==> config.mk <==
export PLATFORM = sky130hd
export DESIGN_NAME = mcast_inject_replicator
export DESIGN_NICKNAME = d
export VERILOG_FILES = /design/src/rtl/mcast_inject_replicator.sv
export SDC_FILE = /design/constraint.sdc
export NUM_CORES = 1
export LEC_CHECK = 0
export ABC_AREA = 0
export BUFFER_PORTS_ARGS = -buffer_cell sky130_fd_sc_hd__buf_2
export CORE_MARGIN = 2
export CORE_UTILIZATION = 49
export DETAILED_ROUTE_END_ITERATION = 16
export GPL_TIMING_DRIVEN = 0
export PLACE_DENSITY = 0.91
export SYNTH_ARGS = -nofsm -noshare
export SYNTH_HDL_FRONTEND = slang
export SYNTH_SLANG_ARGS = --single-unit
==> constraint.sdc <==
create_clock -name clk -period 5.25 [get_ports clk]
set_input_delay 0.525 -clock clk [delete_from_list [all_inputs] [get_ports clk]]
set_output_delay 0.525 -clock clk [all_outputs]
set_load 0.1 [all_outputs]
==> src/rtl/mcast_inject_replicator.sv <==
// Host injection stage: unicast flits pass through a one-entry register slice; multicast
// flits expand into one unicast copy per selected node when MCAST_INJECT_REPL_EN is defined.
module mcast_inject_replicator #(
   parameter int FLIT_W = 64,
   parameter int ROWS   = 2,
   parameter int COLS   = 2
) (
   input  logic              clk,
   input  logic              rst,
   input  logic [FLIT_W-1:0] up_flit_in,
   input  logic              up_valid_in,
   output logic              up_ready_out,
   output logic [FLIT_W-1:0] flit_out,
   output logic              valid_out,
   input  logic              ready_in,
   output logic              busy
);

   localparam int unsigned NODES = ROWS * COLS;

   generate
      if (ROWS * COLS > 15 || ROWS * COLS < 1) begin : g_bad_size
         $error("mcast_inject_replicator: ROWS*COLS must be in 1..15");
      end
      if (FLIT_W < 64) begin : g_bad_width
         $error("mcast_inject_replicator: FLIT_W must be at least 64");
      end
   endgenerate

   logic [FLIT_W-1:0] flit_q;
   logic              valid_q;

   assign flit_out  = flit_q;
   assign valid_out = valid_q;

`ifdef MCAST_INJECT_REPL_EN
   typedef enum logic {IDLE, EMIT} state_t;

   state_t            state_q, state_d;
   logic [NODES-1:0]  mask_q, mask_d, up_mask;
   logic [31:0]       payload_q, payload_d;
   logic [FLIT_W-1:0] flit_d;
   logic              valid_d, fire, accept;

   // Unicast copy addressed to the lowest selected node; row/col come from an unrolled constant table.
   function automatic logic [FLIT_W-1:0] copy_for(input logic [NODES-1:0] m,
                                                  input logic [31:0]      pl);
      logic [FLIT_W-1:0] f;
      logic              found;
      f       = '0;
      found   = 1'b0;
      f[47:16] = pl;
      for (int unsigned i = 0; i < NODES; i++) begin
         if (!found && m[i]) begin
            found   = 1'b1;
            f[15:8] = 8'(i / COLS);
            f[7:0]  = 8'(i % COLS);
         end
      end
      return f;
   endfunction

   assign up_mask = up_flit_in[48 +: NODES];
   assign busy    = (state_q == EMIT);

   always_comb begin
      state_d      = state_q;
      mask_d       = mask_q;
      payload_d    = payload_q;
      flit_d       = flit_q;
      valid_d      = valid_q;
      up_ready_out = 1'b0;
      accept       = 1'b0;
      fire         = valid_q && ready_in;
      case (state_q)
         IDLE: begin
            up_ready_out = !valid_q || ready_in;
            accept       = up_valid_in && up_ready_out;
            if (fire) valid_d = 1'b0;
            if (accept) begin
               if (!up_flit_in[63]) begin
                  flit_d  = up_flit_in;
                  valid_d = 1'b1;
               end else if (up_mask != '0) begin
                  flit_d    = copy_for(up_mask, up_flit_in[47:16]);
                  valid_d   = 1'b1;
                  mask_d    = up_mask & (up_mask - NODES'(1));
                  payload_d = up_flit_in[47:16];
                  if (mask_d != '0) state_d = EMIT;
               end
            end
         end
         EMIT: begin
            if (fire) begin
               flit_d = copy_for(mask_q, payload_q);
               mask_d = mask_q & (mask_q - NODES'(1));
               if (mask_d == '0) state_d = IDLE;
            end
         end
      endcase
   end

   always_ff @(posedge clk or posedge rst) begin
      if (rst) begin
         state_q   <= IDLE;
         mask_q    <= '0;
         payload_q <= '0;
         flit_q    <= '0;
         valid_q   <= 1'b0;
      end else begin
         state_q   <= state_d;
         mask_q    <= mask_d;
         payload_q <= payload_d;
         flit_q    <= flit_d;
         valid_q   <= valid_d;
      end
   end
`else
   assign up_ready_out = !valid_q || ready_in;
   assign busy         = 1'b0;

   always_ff @(posedge clk or posedge rst) begin
      if (rst) begin
         flit_q  <= '0;
         valid_q <= 1'b0;
      end else if (up_valid_in && up_ready_out) begin
         flit_q  <= up_flit_in;
         valid_q <= 1'b1;
      end else if (ready_in) begin
         valid_q <= 1'b0;
      end
   end
`endif

endmodule
==> results.py, run 1 <==
metrics = {
    "run_status": {
        "outcome": "finished clean",
    },
    "cts": {
        "cts_hold_buffers": 0,
        "clkTransAtPathRegs_ns": 0.07,
        "numCtsBuffers": 9,
        "cts_tree": "done",
        "insertion_delay_ns": 0.32,
        "post_cts_buffers": 0,
        "clockRootBuffer": "clkbuf_8",
        "clock_path_buffers": 2,
        "clkSinkCount": 65,
        "htreeDepth": 3,
        "cts_resized": 0,
    },
    "global_route": {
        "grt_first_pass_wirelength_mm": 8.49,
        "grt_overflow": 0,
        "grt_max_degree": 47,
        "grt_pass1_vias": 1745,
        "antenna_found_initial": 0,
        "grt_usage": 0.182,
    },
    "sta": {
        "fin_crit_ns": 1.79,
        "setup_viol": 0,
        "fin_crit_sh": 0.341,
        "max_freq_mhz": 559,
        "hold_viol": 0,
        "finClkSkew_ns": 0.00658,
        "fin_ws_ns": 3.46,
        "slew_violations": 0,
        "final.setup.tns_ns": 0,
        "rsz0062_at_grt": "false",
    },
    "die": {
        "fp.dieW_um": 78.0,
        "die_area_um2": 6090,
        "initial_core_util": 0.516,
        "ioPinCount": 135,
        "rows": 26,
        "die_y_um": 78.0,
        "core_area_um2": 5200,
    },
    "synthesis": {
        "yosys.area.top_type_share": 0.605,
        "syn_inst": 141,
        "synth_ff_type": "dfrtp_1",
        "synthTopCellsByCount": "65 x dfrtp_1, 60 x mux2_4, 6 x buf_6",
        "synth_cell_types": 10,
        "ys_seq_area_frac": 0.605,
        "yosysTopAreaCell": "dfrtp_1",
        "synth_enable_flop_cells": 0,
        "synth_area_leaders": "dfrtp_1 61%, mux2_4 34%, buf_6 2.5%",
        "netlist_area_um2": 2690,
        "yosysMostFrequentCell": "dfrtp_1",
        "synth-async-reset-ratio": 1.00,
        "synth_nets": 209,
        "synth-seq-cells": 65,
        "syn_avg_cell_area_um2": 19.1,
        "ys_warn_count": 0,
    },
    "power": {
        "power.total_uw": 1850,
        "p_comb_frac": 0.446,
        "netSwitchingFraction": 0.469,
        "netSwitchingPower_uw": 868,
        "cellInternalPower_uw": 983,
        "p_seq_frac": 0.332,
        "p_per_area_nw_per_um2": 506,
        "pwr-share-clk": 0.221,
        "p_leak_uw": 0.00199,
        "ir_drop_v": 0.000359,
    },
    "worst_setup_path": {
        "critPathArrivalTime_ns": 1.26,
        "cp-end-kind": "output port",
        "critical_path_class": "reg2out",
        "cp.required_ns": 4.72,
        "crit_path_max_fanout": 3,
        "critPathLaunchType": "flop",
    },
    "placed_design": {
        "place.gp.congestion": 0.822,
        "dp_slack_ns": 3.57,
        "io_buffers": 133,
        "dp_hpwl_mm": 4.10,
        "place_area_um2": 3460,
    },
    "drt": {
        "wl_mm": 5.45,
        "viasPerCell": 4.70,
        "wl_per_cell_um": 15.1,
        "drc": 0,
        "num_vias": 1698,
        "firstDrtPassIters": 4,
        "drt_iter0_markers": 29,
        "drtAntennaViolNets": 0,
    },
    "worst_hold_path": {
        "holdCritPathClass": "in2async",
    },
    "layout": {
        "synthToLayoutAreaGrowth_pct": 36.1,
        "stdcell_area_um2": 3660,
        "post-route-util": 0.702,
        "nNetsFinal": 354,
        "layout-drive-gt1-share": 0.766,
        "n_fill_cell": 374,
        "diodes": 0,
    },
    "job": {
        "max_cap_viol_count": 0,
    },
}
cell type report:
| cell class | count | area (um^2) | area share |
|---|---|---|---|
| flip-flops and latches | 65 | 1630 | 0.445 |
| multi-input cells | 68 | 981 | 0.268 |
| well taps | 70 | 87.6 | 0.0240 |
| clock inverters | 5 | 55.1 | 0.0151 |
| clock buffers | 11 | 141 | 0.0387 |
| inverters | 1 | 3.75 | 0.00103 |
| repair buffers | 134 | 686 | 0.188 |
| plain buffers | 7 | 75.1 | 0.0205 |
worst paths after layout:
check                                from           end  slack [ns]  cells past startpoint
max                             valid_out  up_ready_out        3.46                      2
min                                   rst  flit_out[39]        0.21                      2
max reg2reg                     valid_out  flit_out[20]        3.94                      4
min reg2reg                  flit_out[57]  flit_out[57]        0.50                      1
max in group asynchronous             rst  flit_out[54]        4.46                      3
min in group clk           up_flit_in[62]  flit_out[62]        0.43                      2
flip-flops by register name, indices dropped and copies added, names as in the netlist:
name / count
valid_out: 1
flit_out: 64
metal layers:
layer,track usage,vias up,share of wire
met5,0,-,0
met4,0.0754,0,0.017
met3,0.0379,9,0.064
met2,0.322,83,0.51
met1,0.217,825,0.40
li1,-,781,-
through the flow:
stage          hold slack (ns)  std cells
2_1_floorplan            0.633        141
3_3_place_gp             0.485        344
3_5_place_dp             0.489        345
4_1_cts                  0.204        361
5_1_grt                  0.227        361
6_report                 0.207        361
critical path, stage by stage, from the launching register on:
cell,delay (ns)
dfrtp_1,0.42
nand2b_4,0.10
buf_2,0.42
power by group through the flow:
| stage | sequential (uW) | clock, uW | combinational, uW |
|---|---|---|---|
| CTS | 615 | 422 | 831 |
| floorplan | 1160 | 0 | 154 |
| detailed placement | 623 | 0 | 830 |
| global placement | 618 | 0 | 821 |
| global route | 624 | 443 | 846 |
| finish | 615 | 409 | 826 |
cells by family after synthesis:
logic type             Yosys count  share of synthesized area
and+or+nand+nor                  3                     0.0116
muxes                           64                      0.352
DFF                             65                      0.605
other                            1                    0.00140
buffers and inverters            8                     0.0293
layout by cell type (no fill, tap or decap):
cell type,n
buf_2,133
dfrtp_1,65
mux2_4,60
clkbuf_8,10
buf_6,6
mux2_2,4
clkinv_2,2
clkinvlp_4,2
nand2b_4,1
nand2_4,1
inv_2,1
nand2b_1,1
buf_4,1
conb_1,1
bufinv_16,1
clkbuf_1,1
buf_12,1
Note: power is estimated with default switching activity, not from simulation.
==> inputs of run 2 (changes only) <==
--- a/config.mk
+++ b/config.mk
@@ -8,10 +8,10 @@
 export ABC_AREA = 0
 export BUFFER_PORTS_ARGS = -buffer_cell sky130_fd_sc_hd__buf_2
 export CORE_MARGIN = 2
-export CORE_UTILIZATION = 49
+export CORE_UTILIZATION = 41
 export DETAILED_ROUTE_END_ITERATION = 16
 export GPL_TIMING_DRIVEN = 0
-export PLACE_DENSITY = 0.91
+export PLACE_DENSITY = 0.82
 export SYNTH_ARGS = -nofsm -noshare
 export SYNTH_HDL_FRONTEND = slang
 export SYNTH_SLANG_ARGS = --single-unit
==> constraint.sdc (replaced) <==
create_clock -name clk -period 1.56 [get_ports clk]
set_input_delay 0.156 -clock clk [delete_from_list [all_inputs] [get_ports clk]]
set_output_delay 0.156 -clock clk [all_outputs]
set_load 0.1 [all_outputs]
==> run 2 against run 1 <==
Compared with the run above: sequential power grew to 3.4 times the previous value; register-to-register slack got worse by 3.7 ns; cell count is 1.9% higher; largest power group unchanged; highest routed layer unchanged.
==> results.py, run 2 (synthesis results as in run 1) <==
metrics = {
    "run_status": {
        "outcome": "finished clean",
    },
    "placed_design": {
        "dp_hpwl_mm": 3.87,
        "dp_slack_ns": 0.0505,
        "io_buffers": 133,
        "place.gp.congestion": 0.693,
    },
    "die": {
        "initial_core_util": 0.423,
        "die_y_um": 84.9,
        "fp.dieW_um": 84.9,
        "core_area_um2": 6350,
        "die_area_um2": 7220,
        "ioPinCount": 135,
        "rows": 29,
    },
    "global_route": {
        "grt_max_degree": 66,
        "antenna_found_initial": 0,
        "grt_first_pass_wirelength_mm": 8.50,
        "grt_pass1_vias": 1750,
        "grt_overflow": 0,
        "grt_usage": 0.154,
    },
    "worst_setup_path": {
        "cp.required_ns": 1.40,
        "critPathArrivalTime_ns": 1.26,
        "slowest_stage": "dfrtp_4",
        "crit_chain": "nand2b_4, clkbuf_4",
        "critical_path_class": "reg2out",
        "cp-end-kind": "output port",
        "critPathLaunchType": "flop",
        "cpPeakStageDelay_ns": 0.49,
        "crit_path_max_fanout": 3,
    },
    "drt": {
        "firstDrtPassIters": 4,
        "drt_iter0_markers": 17,
        "drc": 0,
        "viasPerCell": 4.57,
        "drtAntennaViolNets": 0,
        "num_vias": 1680,
        "wl_mm": 5.33,
        "wl_per_cell_um": 14.5,
    },
    "cts": {
        "cts_tree": "done",
        "insertion_delay_ns": 0.32,
        "numCtsBuffers": 9,
        "post_cts_buffers": 0,
        "clkSinkCount": 65,
        "clkTransAtPathRegs_ns": 0.07,
        "clock_path_buffers": 2,
        "htreeDepth": 3,
        "clockRootBuffer": "clkbuf_8",
    },
    "sta": {
        "maxSlewHeadroom": 0.554,
        "rsz0062_at_grt": "false",
        "setup_viol": 0,
        "finClkSkew_ns": 0.00517,
        "hold_viol": 0,
        "holdWs_ns": 0.0575,
        "fin_crit_sh": 0.911,
        "tightest_slew_ns": 0.667,
        "fin_crit_ns": 1.42,
        "max_freq_mhz": 704,
        "fin_ws_ns": 0.139,
        "slew_violations": 0,
    },
    "layout": {
        "diodes": 0,
        "post-route-util": 0.576,
        "mostFrequentLayoutCells": "132 x buf_2, 64 x dfrtp_1, 60 x mux2_4",
        "synthToLayoutAreaGrowth_pct": 36.2,
        "n_fill_cell": 531,
        "largest_reg_flops": 64,
        "layout-drive-gt1-share": 0.766,
        "mostFrequentLayoutCell": "buf_2",
        "nNetsFinal": 355,
    },
    "job": {
        "max_cap_viol_count": 0,
    },
    "power": {
        "power.total_uw": 6030,
        "p_leak_uw": 0.00199,
        "ir_drop_v": 0.000874,
        "p_per_area_nw_per_um2": 1650,
    },
    "worst_hold_path": {
        "holdCritPathClass": "in2reg",
    },
}
-- run 2: changes by cell type in the layout (fill, tap and decap cells not counted), sizes merged --
cell / change
buf: -1
bufinv: -1
clkbuf: +1
clkinv: +2
clkinvlp: -1
dlygate4sd3: +1
inv: -1
-- run 2: worst max-delay path: cells and delay by family, from the launching register on --
kind | cells | cell delay [ns]
simple gates | 1 | 0.11
buf+inv | 1 | 0.34
flops | 1 | 0.49
-- run 2: repair_timing --
item	4_1_cts	5_1_grt
hold endpoints to repair	0	30
gates resized for setup	0	1
setup endpoints to repair	0	1
hold buffers	0	1
-- run 2: report_power, final --
| group | switching [uW] | internal [uW] | total [uW] |
|---|---|---|---|
| Clock | 572 | 600 | 1170 |
| Sequential | 135 | 1930 | 2070 |
| Combinational | 2180 | 604 | 2780 |
| Total | 2890 | 3140 | 6030 |
-- run 2: cell type report --
cell class	instances	area [um^2]	area share
inverters	1	7.51	0.00205
flip-flops and latches	65	1630	0.446
well taps	77	96.3	0.0263
clock buffers	11	141	0.0386
plain buffers	7	75.1	0.0205
multi-input cells	68	990	0.271
repair buffers	135	698	0.191
clock inverters	4	20.0	0.00547
-- run 2: path summary, 6_finish.rpt --
path,startpoint,to,slack [ns],cells past startpoint
max,valid_out,up_ready_out,0.14,2
max in group asynchronous,rst,valid_out,0.48,4
min reg2reg,flit_out[22],flit_out[22],0.50,1
min,up_flit_in[0],flit_out[0],0.06,2
min in group asynchronous,rst,flit_out[59],0.47,3
max reg2reg,valid_out,flit_out[58],0.24,4
-- run 2: routing by layer --
layer  track usage  routed length (um)
met4        0.0693                  70
met3        0.0360                 343
met1         0.197                2250
met2         0.249                2660
met5             0                   0
-- run 2: metrics by stage --
| step | instances | setup TNS, ns | instance area (um^2) |
|---|---|---|---|
| floorplan | 141 | -6.95 | 2700 |
| global placement | 351 | 0 | 3460 |
| detailed placement | 351 | 0 | 3460 |
| CTS | 366 | 0 | 3630 |
| global route | 368 | 0 | 3660 |
| finish | 368 | 0 | 3660 |
==> inputs of run 3 (changes only) <==
==> config.mk (replaced) <==
export PLATFORM = sky130hd
export DESIGN_NAME = mcast_inject_replicator
export DESIGN_NICKNAME = d
export VERILOG_FILES = /design/src/rtl/mcast_inject_replicator.sv
export SDC_FILE = /design/constraint.sdc
export NUM_CORES = 1
export LEC_CHECK = 0
export ABC_AREA = 1
export BUFFER_PORTS_ARGS = -buffer_cell sky130_fd_sc_hd__buf_2
export CORE_UTILIZATION = 40
export DETAILED_ROUTE_END_ITERATION = 16
export GPL_TIMING_DRIVEN = 0
export PLACE_DENSITY = 0.81
export SYNTH_ARGS = -nofsm -noshare
export SYNTH_HDL_FRONTEND = slang
export SYNTH_SLANG_ARGS = --single-unit
==> run 3 against run 2 <==
Compared with the run above: die area fell by 4.9%; combinational power shrank 8.6%; synthesized cell count grew 100%; sequential cell count did not move; sequential power about the same; critical endpoint unchanged.
==> results.py, run 3 <==
metrics = {
    "sta": {
        "finClkSkew_ns": 0.00514,
        "tightest_slew_ns": 0.518,
        "setup_viol": 0,
        "rsz0062_at_grt": "false",
        "max_freq_mhz": 692,
        "slew_violations": 0,
        "fin_crit_sh": 0.927,
        "maxSlewHeadroom": 0.654,
        "final.setup.tns_ns": 0,
        "fin_crit_ns": 1.45,
        "hold_viol": 0,
    },
    "layout": {
        "stdcell_area_um2": 3580,
        "synthToLayoutAreaGrowth_pct": 36.9,
        "layout-drive-gt1-share": 0.394,
        "n_fill_cell": 591,
        "mostFrequentLayoutCells": "141 x buf_2, 130 x nand2_1, 64 x nand3_1, 64 x dfrtp_1, 11 x clkbuf_8",
        "largest_reg_flops": 64,
        "nNetsFinal": 499,
        "diodes": 0,
        "mostFrequentLayoutCell": "buf_2",
        "regArea_um2": 1630,
        "multiInputGateArea_um2": 818,
    },
    "global_route": {
        "antenna_found_initial": 0,
        "grt_usage": 0.194,
        "grt_max_degree": 66,
        "grt_overflow": 0,
        "grt_pass1_vias": 2262,
        "grt_first_pass_wirelength_mm": 10.6,
    },
    "cts": {
        "clkTransAtPathRegs_ns": 0.06,
        "insertion_delay_ns": 0.32,
        "numCtsBuffers": 9,
        "cts_tree": "done",
        "post_cts_buffers": 0,
        "clkSinkCount": 65,
        "htreeDepth": 3,
        "clockRootBuffer": "clkbuf_8",
        "clock_path_buffers": 2,
    },
    "synthesis": {
        "yosysTopAreaCell": "dfrtp_1",
        "synth_area_leaders": "dfrtp_1 62%, nand2_1 19%, nand3_1 12%",
        "yosys.area.top_type_share": 0.622,
        "synth_cell_types": 10,
        "syn_avg_cell_area_um2": 9.18,
        "netlist_area_um2": 2620,
        "synth_enable_flop_cells": 0,
        "syn_inst": 285,
        "ys_seq_area_frac": 0.622,
        "ys_warn_count": 0,
        "synth-async-reset-ratio": 1.00,
        "yosysMostFrequentCell": "nand2_1",
        "synth-seq-cells": 65,
        "synth_nets": 353,
        "synthTopCellsByCount": "130 x nand2_1, 65 x dfrtp_1, 64 x nand3_1",
        "synth_ff_type": "dfrtp_1",
    },
    "power": {
        "p_leak_uw": 0.00211,
        "p_seq_frac": 0.353,
        "netSwitchingFraction": 0.490,
        "cellInternalPower_uw": 2950,
        "ir_drop_v": 0.000914,
        "p_comb_frac": 0.439,
        "netSwitchingPower_uw": 2830,
        "pwr-share-clk": 0.208,
        "p_per_area_nw_per_um2": 1620,
    },
    "die": {
        "fp.dieW_um": 82.9,
        "initial_core_util": 0.414,
        "rows": 29,
        "die_y_um": 82.9,
        "core_area_um2": 6310,
        "die_area_um2": 6860,
        "ioPinCount": 135,
    },
    "placed_design": {
        "place_area_um2": 3380,
        "io_buffers": 133,
        "place.gp.congestion": 0.766,
        "dp_hpwl_mm": 4.52,
    },
    "drt": {
        "firstDrtPassIters": 4,
        "drc": 0,
        "wl_per_cell_um": 12.3,
        "num_vias": 2411,
        "wl_mm": 6.29,
        "drt_iter0_markers": 93,
        "viasPerCell": 4.72,
        "drtAntennaViolNets": 0,
    },
    "worst_setup_path": {
        "crit_top_cell": "buf_4",
        "slowest_stage": "dfrtp_2",
        "cp-end-kind": "output port",
        "cp.required_ns": 1.40,
        "critical_path_class": "reg2out",
        "crit_chain": "nand2_2, buf_4, buf_4",
        "critPathArrivalTime_ns": 1.29,
        "critPathLaunchType": "flop",
        "cpPeakStageDelay_ns": 0.40,
        "crit_path_max_fanout": 10,
    },
    "job": {
        "max_cap_viol_count": 0,
    },
    "run_status": {
        "outcome": "finished clean",
    },
    "worst_hold_path": {
        "holdCritPathClass": "in2reg",
    },
}
[run 3: what timing repair did]
item | CTS | global route
gates resized for setup | 1 | 0
endpoints found under the hold margin | 0 | 22
setup endpoints to repair | 1 | 0
hold buffers | 0 | 1
[run 3: layout make-up]
class | instances | area share
flip-flops and latches | 65 | 0.455
multi-input cells | 196 | 0.229
repair buffers | 135 | 0.195
plain buffers | 22 | 0.0461
clock buffers | 14 | 0.0454
well taps | 77 | 0.0269
inverters | 2 | 0.00315
[run 3: power by group through the flow]
stage	Sequential, uW	Clock, uW	Combinational [uW]
final	2040	1210	2540
after CTS	2040	1250	2550
after floorplan	3770	0	381
after global routing	2060	1320	2640
after detailed placement	2060	0	2550
after global placement	2050	0	2530
[run 3: through the flow]
step | power, uW | setup slack [ns] | hold slack (ns) | instances | utilization
after CTS | 5830 | 0.0850 | 0.0409 | 509 | 0.562
after global routing | 6030 | 0.0305 | 0.0447 | 511 | 0.567
after detailed placement | 4610 | 0.107 | 0.388 | 495 | 0.536
final | 5780 | 0.114 | 0.0552 | 511 | 0.567
after floorplan | 4160 | 0.211 | 0.294 | 285 | -
after global placement | 4580 | 0.163 | 0.383 | 495 | 0.536
[run 3: worst paths after layout]
path                                     start           end  slack [ns]  cells after the start
worst max-delay path                 valid_out  up_ready_out        0.11                      3
worst min-delay path            up_flit_in[52]  flit_out[52]        0.06                      3
worst max register to register       valid_out  flit_out[62]        0.44                      5
worst min register to register    flit_out[42]  flit_out[42]        0.47                      2
max in group asynchronous                  rst     valid_out        0.56                      4
min in group asynchronous                  rst   flit_out[3]        0.42                      3
[run 3: layer usage]
metal	GRT usage	part of all wire
met1	0.251	0.45
met2	0.305	0.47
met3	0.0577	0.058
met4	0.0784	0.018
met5	0	0
[run 3: cells by family after synthesis]
group / synth area share
other: 0.00143
AND/OR/NAND/NOR: 0.311
buffers and inverters: 0.0651
flip-flops: 0.622
[run 3: worst max-delay path, delay by kind of cell, from the launching register on]
kind,cells,cell delay (ns)
flops,1,0.40
buf+inv,2,0.47
simple gates,1,0.10
